==> src/rtl/imem_dmem_arbiter.sv <==
// imem_dmem_arbiter: shares one single-ported unified memory between the
// instruction fetch path and the load/store (MEM stage) path.
// One transaction in flight at a time. Data has priority over fetch, with a
// streak counter that hands the memory to fetch after FETCH_STARVE_LIMIT
// consecutive data grants while fetch was waiting. Fetch responses made stale
// by a late-branch redirect (fetch_kill) are dropped.
module imem_dmem_arbiter #(
  parameter int FETCH_STARVE_LIMIT = 4,
  parameter int STREAK_W           = 3
) (
  input  logic        clk,
  input  logic        rst_n,
  // fetch side
  input  logic        fetch_req,
  input  logic [31:0] fetch_addr,
  input  logic        fetch_kill,
  output logic        fetch_valid,
  output logic [31:0] fetch_inst,
  output logic        fetch_stall,
  // load/store side
  input  logic        data_req,
  input  logic        data_we,
  input  logic [3:0]  data_be,
  input  logic [31:0] data_addr,
  input  logic [31:0] data_wdata,
  output logic        data_done,
  output logic [31:0] data_rdata,
  output logic        data_stall,
  // memory side
  output logic        mem_req,
  output logic        mem_we,
  output logic [3:0]  mem_be,
  output logic [31:0] mem_addr,
  output logic [31:0] mem_wdata,
  input  logic        mem_ack,
  input  logic        mem_rvalid,
  input  logic [31:0] mem_rdata
);

  typedef enum logic [1:0] {
    IDLE = 2'd0,
    REQ  = 2'd1,
    WAIT = 2'd2
  } state_t;

  typedef enum logic {
    OWN_FETCH = 1'b0,
    OWN_DATA  = 1'b1
  } owner_t;

  localparam logic [STREAK_W-1:0] STREAK_LIMIT = STREAK_W'(FETCH_STARVE_LIMIT);

  state_t              state;
  owner_t              owner;
  logic                killed;
  logic [STREAK_W-1:0] streak;

  logic                pulse_busy;
  logic                fetch_cand;
  logic                data_cand;
  logic                grant_fetch;
  logic                grant_data;
  logic                fetch_starved;

  // Saturating increment of the data-streak counter; never exceeds the limit.
  function automatic logic [STREAK_W-1:0] streak_sat_inc(input logic [STREAK_W-1:0] s);
    if (s >= STREAK_LIMIT) begin
      return STREAK_LIMIT;
    end
    return s + 1'b1;
  endfunction

  // Stalls: a requester holds until its completion pulse is seen.
  assign fetch_stall = fetch_req & ~fetch_valid;
  assign data_stall  = data_req & ~data_done;

  // Grant candidates. While either completion pulse is high, the requester that
  // just finished still shows its old req, so nobody is granted that cycle; the
  // other requester is picked up one cycle later together with any new request.
  // A fetch is never granted on an edge where fetch_kill is high.
  always_comb begin
    pulse_busy    = fetch_valid | data_done;
    fetch_cand    = fetch_req & ~fetch_kill & ~pulse_busy;
    data_cand     = data_req & ~pulse_busy;
    fetch_starved = (streak == STREAK_LIMIT);
    grant_fetch   = 1'b0;
    grant_data    = 1'b0;
    if (state == IDLE) begin
      grant_fetch = fetch_cand & (~data_cand | fetch_starved);
      grant_data  = data_cand & ~grant_fetch;
    end
  end

  // Arbitration FSM with registered memory-side and completion outputs.
  always_ff @(posedge clk or negedge rst_n) begin
    if (!rst_n) begin
      state       <= IDLE;
      owner       <= OWN_FETCH;
      killed      <= 1'b0;
      streak      <= '0;
      mem_req     <= 1'b0;
      mem_we      <= 1'b0;
      mem_be      <= 4'h0;
      mem_addr    <= 32'h0;
      mem_wdata   <= 32'h0;
      fetch_valid <= 1'b0;
      fetch_inst  <= 32'h0;
      data_done   <= 1'b0;
      data_rdata  <= 32'h0;
    end else begin
      fetch_valid <= 1'b0;
      data_done   <= 1'b0;
      case (state)
        IDLE: begin
          if (grant_fetch) begin
            owner     <= OWN_FETCH;
            killed    <= 1'b0;
            streak    <= '0;
            mem_req   <= 1'b1;
            mem_we    <= 1'b0;
            mem_be    <= 4'hF;
            mem_addr  <= fetch_addr;
            mem_wdata <= 32'h0;
            state     <= REQ;
          end else if (grant_data) begin
            owner     <= OWN_DATA;
            killed    <= 1'b0;
            // Only grants that actually made fetch wait count toward starvation.
            streak    <= fetch_req ? streak_sat_inc(streak) : '0;
            mem_req   <= 1'b1;
            mem_we    <= data_we;
            mem_be    <= data_be;
            mem_addr  <= data_addr;
            mem_wdata <= data_wdata;
            state     <= REQ;
          end
        end

        REQ: begin
          if ((owner == OWN_FETCH) && fetch_kill) begin
            killed <= 1'b1;
          end
          if (mem_ack) begin
            mem_req <= 1'b0;
            state   <= WAIT;
          end
        end

        WAIT: begin
          if (mem_rvalid) begin
            state  <= IDLE;
            killed <= 1'b0;
            if (owner == OWN_DATA) begin
              data_done <= 1'b1;
              if (!mem_we) begin
                data_rdata <= mem_rdata;
              end
            end else if (!killed && !fetch_kill) begin
              fetch_valid <= 1'b1;
              fetch_inst  <= mem_rdata;
            end
          end else if ((owner == OWN_FETCH) && fetch_kill) begin
            killed <= 1'b1;
          end
        end

        default: begin
          state   <= IDLE;
          mem_req <= 1'b0;
        end
      endcase
    end
  end

endmodule

==> config.mk <==
export PLATFORM = sky130hd
export DESIGN_NAME = imem_dmem_arbiter
export DESIGN_NICKNAME = d
export VERILOG_FILES = /design/src/rtl/imem_dmem_arbiter.sv
export SDC_FILE = /design/constraint.sdc
export NUM_CORES = 1
export LEC_CHECK = 0
export ABC_AREA = 1
export CORE_MARGIN = 2
export CORE_UTILIZATION = 25
export DETAILED_ROUTE_END_ITERATION = 12
export PLACE_DENSITY = 0.49
export REMOVE_ABC_BUFFERS = 1
export SLEW_MARGIN = 20
export SYNTH_ARGS = -nofsm -noshare
export SYNTH_HDL_FRONTEND = slang
export SYNTH_SLANG_ARGS = --single-unit
==> constraint.sdc <==
create_clock -name clk -period 2.8 [get_ports clk]
set_input_delay 0.56 -clock clk [delete_from_list [all_inputs] [get_ports clk]]
set_output_delay 0.56 -clock clk [all_outputs]
set_load 0.01 [all_outputs]
==> results of run 1 <==
-- logic make-up after synthesis --
kind of cell,Yosys count,synth area share [%]
buffers and inverters,155,10.27
AOI/OAI and AO/OA,73,6.043
adders and majority gates,6,1.197
DFF,143,57.04
and+or+nand+nor,377,25.45
-- cell usage in the layout, fill, tap and decap left out, types with 4 or more instances in the layout --
master,netlist,routed
dfrtp_1,143,143
nor2_1,18,18
nand3_1,104,102
buf_12,0,7
o21ai_1,18,18
clkdlybuf4s50_1,0,276
inv_6,0,4
inv_1,112,112
nand2_1,240,240
ha_1,6,6
clkbuf_16,0,17
o21ai_0,53,53
-- layout make-up --
type	count	area, sq um	share of cell area [%]
repair buffers	287	2937	29.32
multi-input cells	456	2061	20.58
clock inverters	14	180.2	1.799
well taps	324	405.4	4.048
flip-flops and latches	143	3578	35.73
clock buffers	17	425.4	4.248
inverters	114	427.9	4.273
-- cells in the mapped netlist --
master | n | area [sq um]
o21ai_1 | 18 | 90.09
nand3b_1 | 1 | 7.510
nor3_1 | 1 | 5.000
nand2_1 | 240 | 900.9
inv_2 | 2 | 7.510
clkbuf_1 | 15 | 56.30
nor3_2 | 1 | 10.01
nor2_2 | 2 | 12.51
o21ai_0 | 53 | 265.3
buf_2 | 14 | 70.07
buf_4 | 10 | 75.07
buf_6 | 1 | 11.26
nand3_1 | 104 | 520.5
buf_1 | 1 | 3.750
nor2_4 | 1 | 11.26
nand4_1 | 3 | 18.77
inv_1 | 112 | 420.4
o211ai_1 | 1 | 7.510
nand2_2 | 3 | 18.77
dfrtp_1 | 143 | 3578
or2_2 | 1 | 6.260
nor2_1 | 18 | 67.56
a21oi_4 | 1 | 16.27
nand3_2 | 1 | 10.01
ha_1 | 6 | 75.07
nor3b_1 | 1 | 7.510
-- flip-flops by register name, indices dropped and copies added (netlist names), 2 cells and up --
register / count
data_rdata: 32
fetch_inst: 32
mem_addr: 32
mem_be: 4
mem_wdata: 32
state: 2
streak: 3
-- worst max path at each step --
stage	start	end	slack, ns
finish	fetch_req	fetch_stall	0.45
global placement	data_req	data_stall	0.46
global route	fetch_req	fetch_stall	0.38
CTS	fetch_req	fetch_stall	0.44
detailed placement	fetch_req	fetch_stall	0.44
floorplan	streak[0]$_DFFE_PN0P_	streak[0]$_DFFE_PN0P_	-0.04
-- power groups by stage --
| stage | clock, W | sequential (W) | combinational, W |
|---|---|---|---|
| final | 0.00240 | 0.00364 | 0.00466 |
| after floorplan | 0 | 0.00406 | 0.00142 |
| after detailed placement | 0 | 0.00365 | 0.00476 |
| after global routing | 0.00257 | 0.00377 | 0.00517 |
| after global placement | 0 | 0.00364 | 0.00476 |
| after CTS | 0.00247 | 0.00365 | 0.00477 |
-- per-layer routing --
layer | global-route usage [%] | routed length (microns)
met1 | 21.53 | 9502
met2 | 24.24 | 8932
met3 | 7.538 | 2517
met4 | 3.620 | 135
met5 | 0 | 0
-- metrics by stage --
step           total power (W)  hold slack, ns
6_report               0.01070         0.02153
5_1_grt                0.01151         0.02269
3_3_place_gp          0.008398          0.4628
2_1_floorplan         0.005473          0.2644
3_5_place_dp          0.008410          0.4638
4_1_cts                0.01089        0.008767
==> metrics.cfg, run 1 <==
[clock_tree]
tritoncts=built
ctsHoldBuffers=0
clk_latency_ns=0.42
clock_sinks=143
cts_made_buffers=17
cts_root_buf=clkbuf_16
post_cts_resized=0
cts_setup_buffers=0
clkSlewWorstSetupHoldPaths_ns=0.07
clockBufferDepth=2
htreeDepth=4

[sta]
fin_worst_skew_ns=0.01053
hold_violations=0
fmax_mhz=425.9
worst_slew_pin_slew_ns=0.6173
relSlewSlack_pct=58.85
rsz0062_at_grt=false
period_minus_slack_ns=2.348
slew_viol_final=0
setup_violations=0
final.setup.tns_ns=0
period_share_pct=83.87
setup_ws_ns=0.4518

[worst_setup_path]
path_class=input pin to output pin
worstSetupStartpointType=input pin
critPathMaxFanout=3
r2r_end=streak[2]$_DFFE_PN0P_
r2r.worst_path.cells=8
critical_path.slowest_cell=clkdlybuf4s50_1
path_buf_inv=3
cp_top_family=buffers and inverters
crit_arrival_ns=1.79
r2r_setup_slack_ns=0.95
slowest_delay_ns=0.55
regToRegStartpoint=state[0]$_DFFE_PN0P_
cp.required_ns=2.24
path_cells=clkdlybuf4s50_1 -> inv_2 -> nor2_4 -> clkdlybuf4s50_1
end_kind=output pin
crit_top_cell=clkdlybuf4s50_1
cp.depth=4

[global_route]
grtUsageTotal_pct=16.23
antenna_found_initial=0
grt_max_degree=76
grt_pass1_vias=5861
gr-total-overflow=0
grt_pass1_wl_microns=33350

[drt]
ant_nets=0
via_per_inst=4.252
drtIter0Drc=346
wl_microns=21090
drt_pass1_iterations=6
vias=5761
wl_per_cell_microns=15.56
route.detailed.drc=0

[synth]
synth_seq_cells=143
syn_avg_cell_area_sq_um=8.320
ys_warn_count=0
netlist_area_sq_um=6274
synth-seq-area-share_pct=57.04
synth_cell_types=26
netlist_instances=754

[floorplanning]
die_area_sq_um=26380
num_rows=57
die_height_microns=162.4
die_width_microns=162.4
start_util_pct=25.65
io_pins=278
coreArea_sq_um=24460

[power]
pwr_density_cell_nw_per_um2=1068
swShare_pct=35.38
p_comb_share_pct=43.6
power_switching_w=0.003784
p_seq_share_pct=34.0
clock_power_share_pct=22.4
p_leak_nw=4.913
peakVddDrop_v=0.0004093
intPower_w=0.006913

[cells_and_area]
drive_gt1_share_pct=5.432
final_area_sq_um=10010
area_growth_pct=59.63
fill_cells=2482
num-nets-final=1165
layout.cells.non_filler=1355
final_util_pct=40.94
diodes=0

[min_path]
holdCritPathClass=input pin to async pin

[placed_design]
routabilityCongestion=0.7517
dp_slack_ns=0.4415
dp.cells=1324
hpwl_microns=14520
portBuffers=277
postPlaceCellArea_sq_um=9409

[flow_run]
maxCapViolations=0

[outcome]
status=complete, no violations

No activity file was read; power rests on OpenSTA's default activity.
==> run 2: changes to the inputs <==
==> constraint.sdc (replaced) <==
create_clock -name clk -period 2.4 [get_ports clk]
set_input_delay 0.48 -clock clk [delete_from_list [all_inputs] [get_ports clk]]
set_output_delay 0.48 -clock clk [all_outputs]
set_load 0.01 [all_outputs]
==> metrics.cfg, run 2 (synthesized netlist as in run 1, its figures left out) <==
[outcome]
status=complete, no violations

[worst_setup_path]
crit_arrival_ns=1.70
crit_top_cell=clkdlybuf4s50_1
r2r_setup_slack_ns=0.58
path_class=input pin to output pin
r2r_end=data_rdata[3]$_DFFE_PN0P_
end_kind=output pin
path_cells=clkdlybuf4s50_1 -> inv_2 -> nor2_4 -> clkdlybuf4s50_1
regToRegStartpoint=state[0]$_DFFE_PN0P_
cp.required_ns=1.92
path_buf_inv=3
cp_top_family=buffers and inverters
worstSetupStartpointType=input pin
r2r.worst_path.cells=7
critPathMaxFanout=3
critical_path.slowest_cell=clkdlybuf4s50_1
slowest_delay_ns=0.55

[cells_and_area]
area_growth_pct=59.81
diodes=0
final_cell_mix=276 x clkdlybuf4s50_1, 240 x nand2_1, 143 x dfrtp_1
num-nets-final=1169
final_common_cell=clkdlybuf4s50_1
layout.cells.non_filler=1360
final_area_sq_um=10030
fill_cells=2508
drive_gt1_share_pct=5.792

[floorplanning]
die_area_sq_um=26380
die_width_microns=162.4
io_pins=278
start_util_pct=25.65
num_rows=57
die_height_microns=162.4
coreArea_sq_um=24460

[clock_tree]
cts_made_buffers=17
cts_setup_buffers=0
tritoncts=built
cts_root_buf=clkbuf_16
clkSlewWorstSetupHoldPaths_ns=0.07
clockBufferDepth=2
htreeDepth=4
post_cts_resized=0
clk_latency_ns=0.42
ctsHoldBuffers=0
clock_sinks=143

[sta]
hold_violations=0
setup_violations=0
period_share_pct=90.85
final.setup.tns_ns=0
worst_hold_slack_ns=0.02608
slew_viol_final=0
worst_slew_pin_slew_ns=0.6168
fmax_mhz=458.6
relSlewSlack_pct=58.88
rsz0062_at_grt=false
period_minus_slack_ns=2.180
fin_worst_skew_ns=0.01440
setup_ws_ns=0.2196

[drt]
drtIter0Drc=276
route.detailed.drc=0
drt_pass1_iterations=4
ant_nets=0
vias=5732
wl_microns=21090
wl_per_cell_microns=15.50
via_per_inst=4.215

[power]
clock_power_share_pct=20.8
power_switching_w=0.004438
p_leak_nw=4.920
swShare_pct=36.00
intPower_w=0.007891
peakVddDrop_v=0.0004859
p_comb_share_pct=44.7
pwr_density_cell_nw_per_um2=1230
p_seq_share_pct=34.5

[placed_design]
hpwl_microns=14630
dp.cells=1328
portBuffers=277
routabilityCongestion=0.7706
postPlaceCellArea_sq_um=9464
dp_slack_ns=0.2101

[global_route]
grt_max_degree=65
grt_pass1_wl_microns=32910
grtUsageTotal_pct=16.22
grt_pass1_vias=5703
antenna_found_initial=0
gr-total-overflow=0

[flow_run]
maxCapViolations=0

[min_path]
holdCritPathClass=input pin to async pin

run 2: how the worst max path moves through the flow:
stage | cells past startpoint | to | slack (ns) | startpoint
3_3_place_gp | 4 | fetch_stall | 0.22 | fetch_req
6_report | 4 | fetch_stall | 0.22 | fetch_req
3_5_place_dp | 4 | fetch_stall | 0.21 | fetch_req
4_1_cts | 4 | fetch_stall | 0.21 | fetch_req
5_1_grt | 4 | fetch_stall | 0.17 | fetch_req
2_1_floorplan | 7 | streak[0]$_DFFE_PN0P_ | -0.44 | streak[0]$_DFFE_PN0P_
run 2: layout make-up:
cell class | instances | area, sq um | share of cell area [%]
well taps | 324 | 405.4 | 4.043
repair buffers | 291 | 2992 | 29.84
inverters | 114 | 427.9 | 4.268
clock buffers | 18 | 429.2 | 4.281
flip-flops and latches | 143 | 3578 | 35.69
multi-input cells | 456 | 2061 | 20.55
clock inverters | 14 | 132.6 | 1.323
run 2: worst register-to-register path, cell delays in order, from the launching register on:
cell,delay (ns)
dfrtp_1,0.41
inv_1,0.08
ha_1,0.25
inv_1,0.12
nor3_2,0.06
nand2_2,0.05
buf_4,0.47
o21ai_0,0.23
run 2: metrics by stage:
stage / power [W] / util [%]
after floorplan: 0.006385 / -
after global placement: 0.009857 / 38.69
after detailed placement: 0.009858 / 38.69
after CTS: 0.01255 / 40.99
after global routing: 0.01329 / 40.99
final: 0.01233 / 40.99
run 2: power groups by stage:
stage	Sequential, W	Clock, W	Combinational [W]
2_1_floorplan	0.00473	0	0.00165
3_3_place_gp	0.00424	0	0.00562
3_5_place_dp	0.00426	0	0.00560
4_1_cts	0.00426	0.00268	0.00561
5_1_grt	0.00440	0.00279	0.00609
6_report	0.00425	0.00257	0.00551
run 2: per-layer routing:
layer  vias to the layer above  part of all wire, %  GRT usage, %  wire, microns
li1                       2861                    -             -              -
met1                      2603                   44         20.80           9197
met2                       248                   43         24.33           8986
met3                        20                   13         8.098           2649
met4                         0                  1.2         4.264            252
met5                         -                    0             0              0
==> run 3: changes to the inputs <==
--- a/config.mk
+++ b/config.mk
@@ -8,7 +8,9 @@
 export ABC_AREA = 1
 export CORE_MARGIN = 2
 export CORE_UTILIZATION = 25
+export CTS_CLUSTER_DIAMETER = 200
 export DETAILED_ROUTE_END_ITERATION = 12
+export GPL_TIMING_DRIVEN = 0
 export PLACE_DENSITY = 0.49
 export REMOVE_ABC_BUFFERS = 1
 export SLEW_MARGIN = 20
==> metrics.cfg, run 3 (synthesized netlist as in run 1, its figures left out) <==
[cells_and_area]
drive_gt1_share_pct=5.426
final_area_sq_um=10120
diodes=0
area_growth_pct=61.27
final_common_cell=clkdlybuf4s50_1
num-nets-final=1165
final_cell_mix=276 x clkdlybuf4s50_1, 240 x nand2_1, 143 x dfrtp_1

[clock_tree]
clock_sinks=143
clkSlewWorstSetupHoldPaths_ns=0.06
cts_made_buffers=17
clockBufferDepth=2
htreeDepth=4
cts_root_buf=clkbuf_16
tritoncts=built
clk_latency_ns=0.42

[drt]
wl_per_cell_microns=15.45
wl_microns=20950
drt_pass1_iterations=4
drtIter0Drc=274
ant_nets=0
via_per_inst=4.212
vias=5712
route.detailed.drc=0

[flow_run]
maxCapViolations=0

[floorplanning]
die_height_microns=162.4
io_pins=278
die_width_microns=162.4
start_util_pct=25.65
num_rows=57
die_area_sq_um=26380
coreArea_sq_um=24460

[placed_design]
postPlaceCellArea_sq_um=9465
dp_slack_ns=-0.7332
portBuffers=277
routabilityCongestion=0.7606
hpwl_microns=14410

[worst_setup_path]
critPathLaunch=data_req
critPathMaxFanout=3
cp-endpoint=data_stall
end_kind=output pin
path_class=input pin to output pin
cp.required_ns=1.92
regToRegStartpoint=streak[0]$_DFFE_PN0P_
crit_arrival_ns=1.74
r2r_end=mem_addr[15]$_DFFE_PN0P_
worstSetupStartpointType=input pin
r2r_setup_slack_ns=0.31
r2r.worst_path.cells=9

[power]
power_switching_w=0.004550
peakVddDrop_v=0.0005976
intPower_w=0.008126
p_seq_share_pct=33.3
pwr_density_cell_nw_per_um2=1253
clock_power_share_pct=22.0
p_leak_nw=4.948
swShare_pct=35.89
p_comb_share_pct=44.7

[global_route]
grt_max_degree=87
antenna_found_initial=0
grt_pass1_wl_microns=32890
gr-total-overflow=0
grtUsageTotal_pct=16.09
grt_pass1_vias=5821

[sta]
period_minus_slack_ns=2.219
setup_violations=0
slew_viol_final=0
rsz0062_at_grt=false
setup_ws_ns=0.1814
worst_slew_pin_slew_ns=0.6566
fin_worst_skew_ns=0.009922
relSlewSlack_pct=56.23
period_share_pct=92.44
worst_hold_slack_ns=0.4778
hold_violations=0
fmax_mhz=450.7

[min_path]
holdCritPathClass=register to register

[outcome]
status=complete, no violations

run 3: cell count changes in the layout (fill, tap and decap cells not counted), sizes merged:
cell         before  now
buf              15   10
inv             119  124
clkinv            6    3
clkinvlp          2    0
bufinv            1    2
clkbuf           18   17
dlygate4sd3       0    1
run 3: how the worst min path moves through the flow:
stage	end	startpoint	cells after the start	slack, ns
global route	mem_wdata[15]$_DFFE_PN0P_	mem_wdata[15]$_DFFE_PN0P_	2	0.50
detailed placement	fetch_inst[10]$_DFFE_PN0P_	rst_n	1	0.44
finish	mem_wdata[20]$_DFFE_PN0P_	mem_wdata[20]$_DFFE_PN0P_	2	0.48
CTS	mem_wdata[31]$_DFFE_PN0P_	mem_wdata[31]$_DFFE_PN0P_	2	0.48
global placement	mem_addr[29]$_DFFE_PN0P_	mem_addr[29]$_DFFE_PN0P_	2	0.46
floorplan	data_done$_DFF_PN0_	rst_n	0	0.18
run 3: power groups by stage:
stage | registers, W | clock network [W] | logic [W]
3_3_place_gp | 0.00422 | 0 | 0.00550
5_1_grt | 0.00437 | 0.00301 | 0.00628
3_5_place_dp | 0.00423 | 0 | 0.00573
4_1_cts | 0.00422 | 0.00290 | 0.00576
6_report | 0.00422 | 0.00279 | 0.00567
2_1_floorplan | 0.00473 | 0 | 0.00165
run 3: metrics by stage:
step	total power [W]	instances	TNS (ns)	util, %
4_1_cts	0.01288	1354	0	41.27
3_3_place_gp	0.009722	1314	-1005.07	37.75
3_5_place_dp	0.009968	1321	-38.71	38.69
6_report	0.01268	1356	0	41.36
2_1_floorplan	0.006385	713	-22.69	-
5_1_grt	0.01366	1356	0	41.36
run 3: final cells by class:
cell class                      instances  area (sq um)
Multi-Input combinational cell        456          2093
Sequential cell                       143          3578
Inverter                              114         432.9
Tap cell                              324         405.4
Clock buffer                           17         425.4
Fill cell                            2511         14350
Clock inverter                         15         186.4
Timing Repair Buffer                  287          2995
run 3: critical path, stage by stage:
cell and delay (ns):
clkdlybuf4s50_1 0.58, inv_1 0.06, nor2_1 0.08, clkdlybuf4s50_1 0.54
run 3: timing repair:
action                                 in CTS  in global routing
gates resized for setup                     1                  1
pin swaps                                   0                  1
setup endpoints to repair                  51                 65
endpoints found under the hold margin       7                  0
hold buffers                                1                  0
setup buffers                               0                  2
run 3: metal layers:
| metal | share of wire (%) | up-vias | track usage [%] |
|---|---|---|---|
| met1 | 45 | 2597 | 20.86 |
| met3 | 12 | 18 | 7.538 |
| met2 | 42 | 231 | 23.91 |
| li1 | - | 2866 | - |
| met4 | 1.3 | 0 | 4.827 |
| met5 | 0 | - | 0 |
